$ cat src/rtl/div_pkg.sv
// -----------------------------------------------------------------------------
// div_pkg
// Shared definitions for the sequential unsigned divider:
//   - div_state_e   : controller states (IDLE, CALC, DONE)
//   - MAX_WIDTH     : widest operand the divider is built for
//   - DIV0_QUOTIENT : quotient reported for a zero divisor (all ones),
//                     sliced down to the instance width by the user
// -----------------------------------------------------------------------------
package div_pkg;

    localparam int MAX_WIDTH = 16;

    typedef enum logic [1:0] {
        IDLE = 2'd0,
        CALC = 2'd1,
        DONE = 2'd2
    } div_state_e;

    localparam logic [MAX_WIDTH-1:0] DIV0_QUOTIENT = '1;

endpackage

$ cat src/rtl/eight_bit_adder.sv
// -----------------------------------------------------------------------------
// eight_bit_adder
// Parameterised ripple-style adder with carry in/out. Despite the historical
// name the width is set by WIDTH. The divider uses it as a subtractor by
// feeding the inverted subtrahend with ci_i = 1; co_o = 1 then means "no
// borrow".
//
// Ports:
//   a_i   [WIDTH-1:0]  first addend
//   b_i   [WIDTH-1:0]  second addend
//   ci_i               carry in
//   s_o   [WIDTH-1:0]  sum
//   co_o               carry out
// -----------------------------------------------------------------------------
module eight_bit_adder #(
    parameter int WIDTH = 8
) (
    input  logic [WIDTH-1:0] a_i,
    input  logic [WIDTH-1:0] b_i,
    input  logic             ci_i,
    output logic [WIDTH-1:0] s_o,
    output logic             co_o
);

    logic [WIDTH:0] full_sum;

    always_comb begin
        full_sum = {1'b0, a_i} + {1'b0, b_i} + {{WIDTH{1'b0}}, ci_i};
    end

    assign s_o  = full_sum[WIDTH-1:0];
    assign co_o = full_sum[WIDTH];

endmodule

$ cat src/rtl/seq_unsigned_divider.sv
// -----------------------------------------------------------------------------
// seq_unsigned_divider
// Sequential restoring divider: one quotient bit per clock. A start accepted
// in IDLE latches the operands; WIDTH CALC cycles later a one-cycle done
// pulse presents the quotient and remainder, which then hold until the next
// operation completes. A zero divisor skips CALC and reports quotient =
// all ones, remainder = dividend, div_by_zero = 1. WIDTH must lie in 2..16.
//
// Ports:
//   clk          clock, rising edge
//   rst          asynchronous active-high reset
//   start        request a divide (sampled only in IDLE)
//   dividend     [WIDTH-1:0] numerator, captured on accepted start
//   divisor      [WIDTH-1:0] denominator, captured on accepted start
//   busy         high during CALC
//   done         one-cycle pulse, results valid
//   quotient     [WIDTH-1:0] result, held between operations
//   remainder    [WIDTH-1:0] result, held between operations
//   div_by_zero  set with done when the divisor was zero
// -----------------------------------------------------------------------------
module seq_unsigned_divider
    import div_pkg::*;
#(
    parameter int WIDTH = 4
) (
    input  logic             clk,
    input  logic             rst,
    input  logic             start,
    input  logic [WIDTH-1:0] dividend,
    input  logic [WIDTH-1:0] divisor,
    output logic             busy,
    output logic             done,
    output logic [WIDTH-1:0] quotient,
    output logic [WIDTH-1:0] remainder,
    output logic             div_by_zero
);

    localparam int CNT_W = $clog2(WIDTH + 1);

    // Controller and datapath state
    div_state_e       state_q;
    logic [WIDTH-1:0] div_q;       // latched divisor
    logic [WIDTH-1:0] rem_q;       // partial remainder
    logic [WIDTH-1:0] quo_q;       // dividend bits shifting out, quotient bits in
    logic [CNT_W-1:0] cnt_q;       // iterations still to run
    logic             busy_q;
    logic             done_q;
    logic             dbz_q;
    logic [WIDTH-1:0] quotient_q;
    logic [WIDTH-1:0] remainder_q;

    // One restoring iteration, computed from the current state
    logic [WIDTH:0]   shifted;
    logic [WIDTH:0]   trial;
    logic             no_borrow;
    logic             trial_msb_unused;
    logic [WIDTH-1:0] rem_d;
    logic [WIDTH-1:0] quo_d;
    logic [CNT_W-1:0] cnt_d;
    logic             last_iter;

    // shifted - {0, div_q} as shifted + ~{0, div_q} + 1; the carry out is the
    // "shifted >= divisor" decision.
    eight_bit_adder #(
        .WIDTH (WIDTH + 1)
    ) u_trial_sub (
        .a_i  (shifted),
        .b_i  (~{1'b0, div_q}),
        .ci_i (1'b1),
        .s_o  (trial),
        .co_o (no_borrow)
    );

    // Because rem_q < divisor holds between iterations, a successful trial
    // always fits in WIDTH bits, so the sum MSB carries no information.
    assign trial_msb_unused = trial[WIDTH];

    always_comb begin
        // NOTE: every always_comb output gets a value on every path; assigning
        // all of them unconditionally here keeps the block free of latches.
        shifted   = {rem_q, quo_q[WIDTH-1]};
        rem_d     = no_borrow ? trial[WIDTH-1:0] : shifted[WIDTH-1:0];
        quo_d     = {quo_q[WIDTH-2:0], no_borrow};
        cnt_d     = cnt_q - CNT_W'(1);
        last_iter = (cnt_q == CNT_W'(1));
    end

    // NOTE: the datapath registers are reset along with the controller so an
    // aborted divide leaves no stale operands visible in simulation or scan.
    always_ff @(posedge clk or posedge rst) begin
        if (rst) begin
            state_q     <= IDLE;
            div_q       <= '0;
            rem_q       <= '0;
            quo_q       <= '0;
            cnt_q       <= '0;
            busy_q      <= 1'b0;
            done_q      <= 1'b0;
            dbz_q       <= 1'b0;
            quotient_q  <= '0;
            remainder_q <= '0;
        end else begin
            // NOTE: sequential state uses non-blocking assignments only, so
            // every register samples pre-edge values regardless of order.
            done_q <= 1'b0;

            case (state_q)
                IDLE: begin
                    if (start) begin
                        if (divisor != '0) begin
                            div_q   <= divisor;
                            rem_q   <= '0;
                            quo_q   <= dividend;
                            cnt_q   <= CNT_W'(WIDTH);
                            dbz_q   <= 1'b0;
                            busy_q  <= 1'b1;
                            state_q <= CALC;
                        end else begin
                            // Zero divisor: publish the fixed result at once.
                            quo_q       <= DIV0_QUOTIENT[WIDTH-1:0];
                            rem_q       <= dividend;
                            quotient_q  <= DIV0_QUOTIENT[WIDTH-1:0];
                            remainder_q <= dividend;
                            dbz_q       <= 1'b1;
                            done_q      <= 1'b1;
                            state_q     <= DONE;
                        end
                    end
                end

                CALC: begin
                    rem_q <= rem_d;
                    quo_q <= quo_d;
                    cnt_q <= cnt_d;
                    if (last_iter) begin
                        // Outputs only update here, so they stay stable in CALC.
                        quotient_q  <= quo_d;
                        remainder_q <= rem_d;
                        busy_q      <= 1'b0;
                        done_q      <= 1'b1;
                        state_q     <= DONE;
                    end
                end

                DONE: begin
                    state_q <= IDLE;
                end

                default: begin
                    busy_q  <= 1'b0;
                    state_q <= IDLE;
                end
            endcase
        end
    end

    assign busy        = busy_q;
    assign done        = done_q;
    assign quotient    = quotient_q;
    assign remainder   = remainder_q;
    assign div_by_zero = dbz_q;

endmodule
$ cat config.mk
export PLATFORM = sky130hd
export DESIGN_NAME = seq_unsigned_divider
export DESIGN_NICKNAME = d
export VERILOG_FILES = /design/src/rtl/div_pkg.sv /design/src/rtl/eight_bit_adder.sv /design/src/rtl/seq_unsigned_divider.sv
export SDC_FILE = /design/constraint.sdc
export NUM_CORES = 1
export LEC_CHECK = 0
export ABC_AREA = 1
export BUFFER_PORTS_ARGS = -buffer_cell sky130_fd_sc_hd__buf_4
export CAP_MARGIN = 20
export CORE_MARGIN = 2
export CORE_UTILIZATION = 49
export CTS_CLUSTER_SIZE = 20
export DETAILED_ROUTE_END_ITERATION = 10
export PLACE_DENSITY = 0.67
export SYNTH_ARGS = -nofsm -noshare
export SYNTH_HDL_FRONTEND = slang
export SYNTH_SLANG_ARGS = --single-unit
$ cat constraint.sdc
create_clock -name clk -period 2.8 [get_ports clk]
set_input_delay 0.14 -clock clk [delete_from_list [all_inputs] [get_ports clk]]
set_output_delay 0.14 -clock clk [all_outputs]
set_load 0.01 [all_outputs]
==> Yosys cells after proc, flatten, opt, wreduce, memory -nomap -nowiden <==
Index checks and enable logic that the tools add are counted.
{ "totals": {"ff_bits": 28, "latch_bits": 0, "ram_bits": 0, "mem_bits_ro": 0, "output_inout_bits": 11, "wordCells": 62, "memories": 0} }
{ "op_classes": {"addsub": 3, "multipliers": 0, "div": 0, "n_lt_le_gt_ge": 0, "n_eq_ne": 7, "n_shift": 0, "n_mux": 30, "n_bitwise": 2, "n_reduce_logical": 10} }
{ "op_table": {"columns": ["op", "count"], "rows": [
  ["$mux 4", 11],
  ["$pmux 4 s2", 4],
  ["$ne 2x2->1 const B", 4],
  ["$reduce_and 4->1", 2],
  ["$add 5x5->6", 1],
  ["$add 6x1->6 const B", 1],
  ["$mux 1", 6],
  ["$mux 2", 3],
  ["$mux 3", 2],
  ["$pmux 3 s2", 1],
  ["$reduce_and 2->1", 3],
  ["$reduce_and 3->1", 2],
  ["$not 4->5", 1],
  ["$pmux 2 s2", 1],
  ["$reduce_bool 4->1", 1],
  ["$eq 3x1->1 const B", 1],
  ["$pmux 1 s3", 1],
  ["$sub 3x1->3 const B", 1],
  ["$eq 2x1->1 const B", 1],
  ["$eq 2x2->1 const B", 1],
  ["$logic_not 2->1", 1],
  ["$pmux 1 s2", 1],
  ["$reduce_bool 2->1", 1],
  ["$not 1->1", 1]
]} }

==> Longest topological paths before layout <==
{ "depth": {"depth_word": 6, "depth_mapped": 11, "ltp_nobuf": 11} }

==> Cells and area by module <==
A second synthesis with hierarchy kept.
{ "hier_totals": {"hier_cells": 232, "hier_area_um2": 1686.6} }
{ "modules_own_cells": {"columns": ["mod", "n_inst", "cells_per_inst", "area_each_um2"], "rows": [
  ["seq_unsigned_divider", 1, 192, 1451.4],
  ["eight_bit_adder", 1, 40, 235.2]
]} }

==> Least setup slack after synthesis <==
Ideal clock, no wire load.
{ "synth_timing": {"kind": "reg-to-reg", "start": "register quo_q[3]", "end": "register rem_q[2]", "setup_time_ps": 113, "arrival_ps": 1369, "t_required_ps": 2687, "path_slack_ps": 1318, "path_stages_with_launch": 10, "n_path_buf": 0, "period_less_slack_ps": 1482, "cell_sequence": "dfrtp_1 > inv_1 > ha_1 > inv_1 > fa_1 > xor2_1 > nand3_1 > nand3_1 > nand2_1 > inv_1"} }
{ "synth_via": {"elab_chain_len": 4} }
{ "synth_rtl": {"columns": ["element", "line_no", "rtl"], "rows": [
  ["start: declaration", "seq_unsigned_divider.sv:44", "logic [WIDTH-1:0] quo_q;"],
  ["start signal: assignment", "seq_unsigned_divider.sv:113", "quo_q <= dividend;"],
  ["start signal: assignment", "seq_unsigned_divider.sv:120", "quo_q <= DIV0_QUOTIENT[WIDTH-1:0];"],
  ["start signal: assignment", "seq_unsigned_divider.sv:133", "quo_q <= quo_d;"],
  ["$add 5x5->6", "eight_bit_adder.sv:28", "full_sum = {1'b0, a_i} + {1'b0, b_i} + {{WIDTH{1'b0}}, ci_i};"],
  ["$add 6x1->6", "eight_bit_adder.sv:28", null],
  ["$mux 4", "seq_unsigned_divider.sv:82", "rem_d = no_borrow ? trial[WIDTH-1:0] : shifted[WIDTH-1:0];"],
  ["$pmux 4 s2", "seq_unsigned_divider.sv:107", "case (state_q)"],
  ["end signal: assignment", "seq_unsigned_divider.sv:121", "rem_q <= dividend;"],
  ["end signal: assignment", "seq_unsigned_divider.sv:132", "rem_q <= rem_d;"],
  ["end: declaration", "seq_unsigned_divider.sv:43", "logic [WIDTH-1:0] rem_q;"]
]} }
No other way between the ends.
A chain may end at the register's enable or synchronous reset.

==> Worst setup path in the final report <==
{ "layout_timing": {"start": "register rem_q[2]", "end": "register remainder_q[0], in the netlist remainder[0]"} }
{ "layout_via": {"elab_chain_len": 5} }
{ "layout_rtl": {"columns": ["element", "line_no", "rtl"], "rows": [
  ["$add 5x5->6", "eight_bit_adder.sv:28", null],
  ["$add 6x1->6", "eight_bit_adder.sv:28", null],
  ["$mux 4", "seq_unsigned_divider.sv:82", null],
  ["$mux 4", "seq_unsigned_divider.sv:135", "if (last_iter) begin"],
  ["$pmux 4 s2", "seq_unsigned_divider.sv:107", null],
  ["end signal: assignment", "seq_unsigned_divider.sv:123", "remainder_q <= dividend;"],
  ["end signal: assignment", "seq_unsigned_divider.sv:138", "remainder_q <= rem_d;"],
  ["end: declaration", "seq_unsigned_divider.sv:50", "logic [WIDTH-1:0] remainder_q;"]
]} }
No other way between the ends. The select of a mux whose other input is x is not followed.

==> flow_summary_export.csv <==
group,metric,value,unit
outcome,status,"completed",
sta,finalMaxSlewViolations,0,
logic_synthesis,synthesis.nets,213,
logic_synthesis,synth_compound_gate_area_share,9.455,%
finish,drive_gt1_share,19.35,%
logic_synthesis,syn_area_per_cell,8.008,um^2
setup_path,cp-startpoint,"rem_q[2]",
logic_synthesis,synth_top_area_share,44.87,%
setup_path,critPathMostFrequentCell,"nand3_1",
setup_path,path_class,"flip-flop to flip-flop",
clock_network,cts_made_buffers,3,
power,p_per_area,1212,mW/mm^2
floorplanning,die_x,60.45,um
drt,routed_via_density,5.008,
sta,clock.fmax,0.5514,GHz
drt,drt-initial-drc-count,48,
place,placed_cells,256,
sta,min_period_over_period,64.77,%
finish,final_util,58.81,%
sta,tightest_slew,0.4254,ns
setup_path,ff2ff_setup_slack,0.99,ns
grt,grt_pass1_vias,1237,
drt,routedWlPerCell,12.59,um
floorplanning,initial_core_util,51.15,%
sta,setup_tns,0,ns
setup_path,start_kind,"flip-flop",
drt,wirelength,3285,um
finish,stdcell_count,261,
grt,grt_usage,19.95,%
clock_network,cts_setup_buffers,0,
logic_synthesis,ys_seq_area_share,44.87,%
floorplanning,dieArea,0.003654,mm^2
logic_synthesis,synth_area,0.001561,mm^2
floorplanning,coreArea,0.003053,mm^2
clock_network,h-tree-depth,1,
setup_path,r2r-end,"remainder[0]",
sta,post-route-min-period,1.814,ns
grt,grt_pass1_wl,5437,um
setup_path,r2r_cells,9,
floorplanning,die_y,60.45,um
place,place.gp.congestion,0.8629,
logic_synthesis,synthAdderAreaFrac,6.090,%
setup_path,worstPathMaxFanout,5,
worst_hold_path,hold_path.class,"input pin to flip-flop",
worst_hold_path,worstHoldPathCells,3,
logic_synthesis,synth_top_family_by_area,"simple AND/OR/NAND/NOR gates",
setup_path,worst_path_largest_cell_delay,0.43,ns
logic_synthesis,synth.area.top_cells,"dfrtp_1 45%, nand2_1 8.7%, inv_1 8.4%",
clock_network,clk_latency,0.33,ns
logic_synthesis,async_flop_share,100.0,%
power,peakVddDrop,529.4,uV
finish,final_cell_mix,"36 x nand2_1, 35 x inv_1, 28 x dfrtp_1",
finish,final_common_cell,"nand2_1",
drt,drtPass1Iterations,4,
clock_network,cts_num_sinks,28,
finish,antenna_cells,0,
setup_path,critical-path-top-delay-family,"simple AND/OR/NAND/NOR gates",
drt,drc,0,
job,drv_cap,0,
grt,antenna_found_initial,0,
clock_network,cts_tree,"yes",
finish,multiInputGateArea,668.1,um^2
logic_synthesis,yosys.area_share.simple,26.68,%
worst_hold_path,holdPathEnd,"div_q[0]",
finish,fin_nets,237,
drt,ant_nets,0,
worst_hold_path,hp-start,"divisor[0]",
setup_path,arrival,2.10,ns
clock_network,cts.path.max_buffers,2,
finish,regArea,700.7,um^2
place,io_buffers,21,
logic_synthesis,synth_top_area_cell,"dfrtp_1",
sta,worst_hold_slack,0.01281,ns
power,total_power,2.176,mW
clock_network,path_clk_slew,0.14,ns
setup_path,endpoint_kind,"flip-flop",
setup_path,crit_buf_inv,2,
logic_synthesis,synthXorXnorAreaFrac,0.5609,%
sta,finalClockSkew,0.002553,ns
grt,grt_max_degree,29,
finish,syn2layout_area_growth,14.98,%
place,dp_hpwl,2437,um
logic_synthesis,synth_cell_types,25,
finish,fill_cells,293,
sta,final_hold_viol_count,0,
sta,finalSetupViolations,0,
floorplanning,placementRows,20,
sta,rsz0062_at_grt,"false",
setup_path,path_cells,"ha_1 > inv_1 > nor2_1 > nand3_1 > nand3_1 > nand3_1 > nand3_1 > nand2_1 > inv_1",
grt,grt-ovfl-total,0,
clock_network,cts_root_buf,"clkbuf_4",
setup_path,cp.required,3.09,ns
logic_synthesis,muxShareOfSynthArea,0,%
sta,slew_headroom,71.57,%
logic_synthesis,synthFlopType,"dfrtp_1",
power,p_leak,0.9768,nW
setup_path,rr_startpoint,"rem_q[2]",
logic_synthesis,synth-seq-cells,28,
floorplanning,pin_count,22,
logic_synthesis,syn_inst,195,
drt,vias,1307,
setup_path,critPathSlowestCell,"dfrtp_1",
logic_synthesis,synth_edf_count,0,
logic_synthesis,ys_warn_count,0,
==> cell type report <==
| type | count | area share (%) |
|---|---|---|
| Sequential cell | 28 | 39.02 |
| Timing Repair Buffer | 23 | 10.87 |
| Clock buffer | 3 | 1.254 |
| Inverter | 41 | 8.571 |
| Tap cell | 44 | 3.066 |
| Multi-Input combinational cell | 122 | 37.21 |
==> what timing repair did <==
action,CTS,global route
endpoints found under the hold margin,0,18
setup endpoints to repair,0,0
hold buffers,0,1
resized for setup,0,0
==> worst max-delay path by stage <==
| stage | endpoint | slack [ns] | cells past startpoint |
|---|---|---|---|
| floorplan | rem_q[2] | 1.32 | 9 |
| global placement | remainder[2] | 1.19 | 9 |
| detailed placement | rem_q[2] | 1.06 | 9 |
| CTS | remainder[1] | 1.01 | 9 |
| global route | remainder[0] | 0.84 | 9 |
| finish | remainder[0] | 0.99 | 9 |
==> power breakdown <==
group | switching [mW] | internal (mW) | total (mW)
Sequential | 0.113 | 0.601 | 0.714
Combinational | 0.806 | 0.488 | 1.29
Clock | 0.117 | 0.0507 | 0.168
Total | 1.04 | 1.14 | 2.18
==> flip-flops by register name, indices dropped and copies added (netlist names) <==
name	flops
busy	1
cnt_q	3
div_by_zero	1
div_q	4
done	1
quo_q	4
quotient	4
rem_q	4
remainder	4
state_q	2
==> cell families (layout without fill, tap and decap cells) <==
| kind of cell | Yosys count | count (layout) |
|---|---|---|
| fa+ha+maj | 7 | 7 |
| simple gates | 88 | 88 |
| xor+xnor | 1 | 1 |
| compound gates | 26 | 26 |
| buf+inv | 45 | 67 |
| flops | 28 | 28 |
==> worst register-to-register path, cell delays in order, from the launching register on <==
cell	delay (ns)
dfrtp_1	0.43
ha_1	0.31
inv_1	0.06
nor2_1	0.18
nand3_1	0.20
nand3_1	0.22
nand3_1	0.14
nand3_1	0.13
nand2_1	0.06
inv_1	0.05
==> cells in the mapped netlist (3+ instances only) <==
cell / instances
a21oi_1: 6
nor2_1: 15
nand4_1: 5
or2_1: 5
ha_1: 6
o221ai_1: 3
o21ai_0: 10
a31oi_1: 3
or2_2: 3
nand2_1: 36
nor2_2: 3
dfrtp_1: 28
inv_2: 6
inv_1: 35
nand3_1: 16
buf_6: 3
==> metrics by stage <==
stage               cell area (um^2)  worst slack (ns)
finish                          1795            0.9864
detailed placement              1735             1.059
floorplan                       1562             1.318
global route                    1795            0.8426
global placement                1735             1.189
CTS                             1758             1.009
==> metal layers <==
metal  wire [um]  GRT usage (%)  vias to the layer above
li1            -              -                      664
met1        1552          25.51                      619
met2        1578          34.01                       15
met3          67          2.772                        9
met4          87          8.385                        0
met5           0              0                        -
No activity file was read; power rests on OpenSTA's default activity.
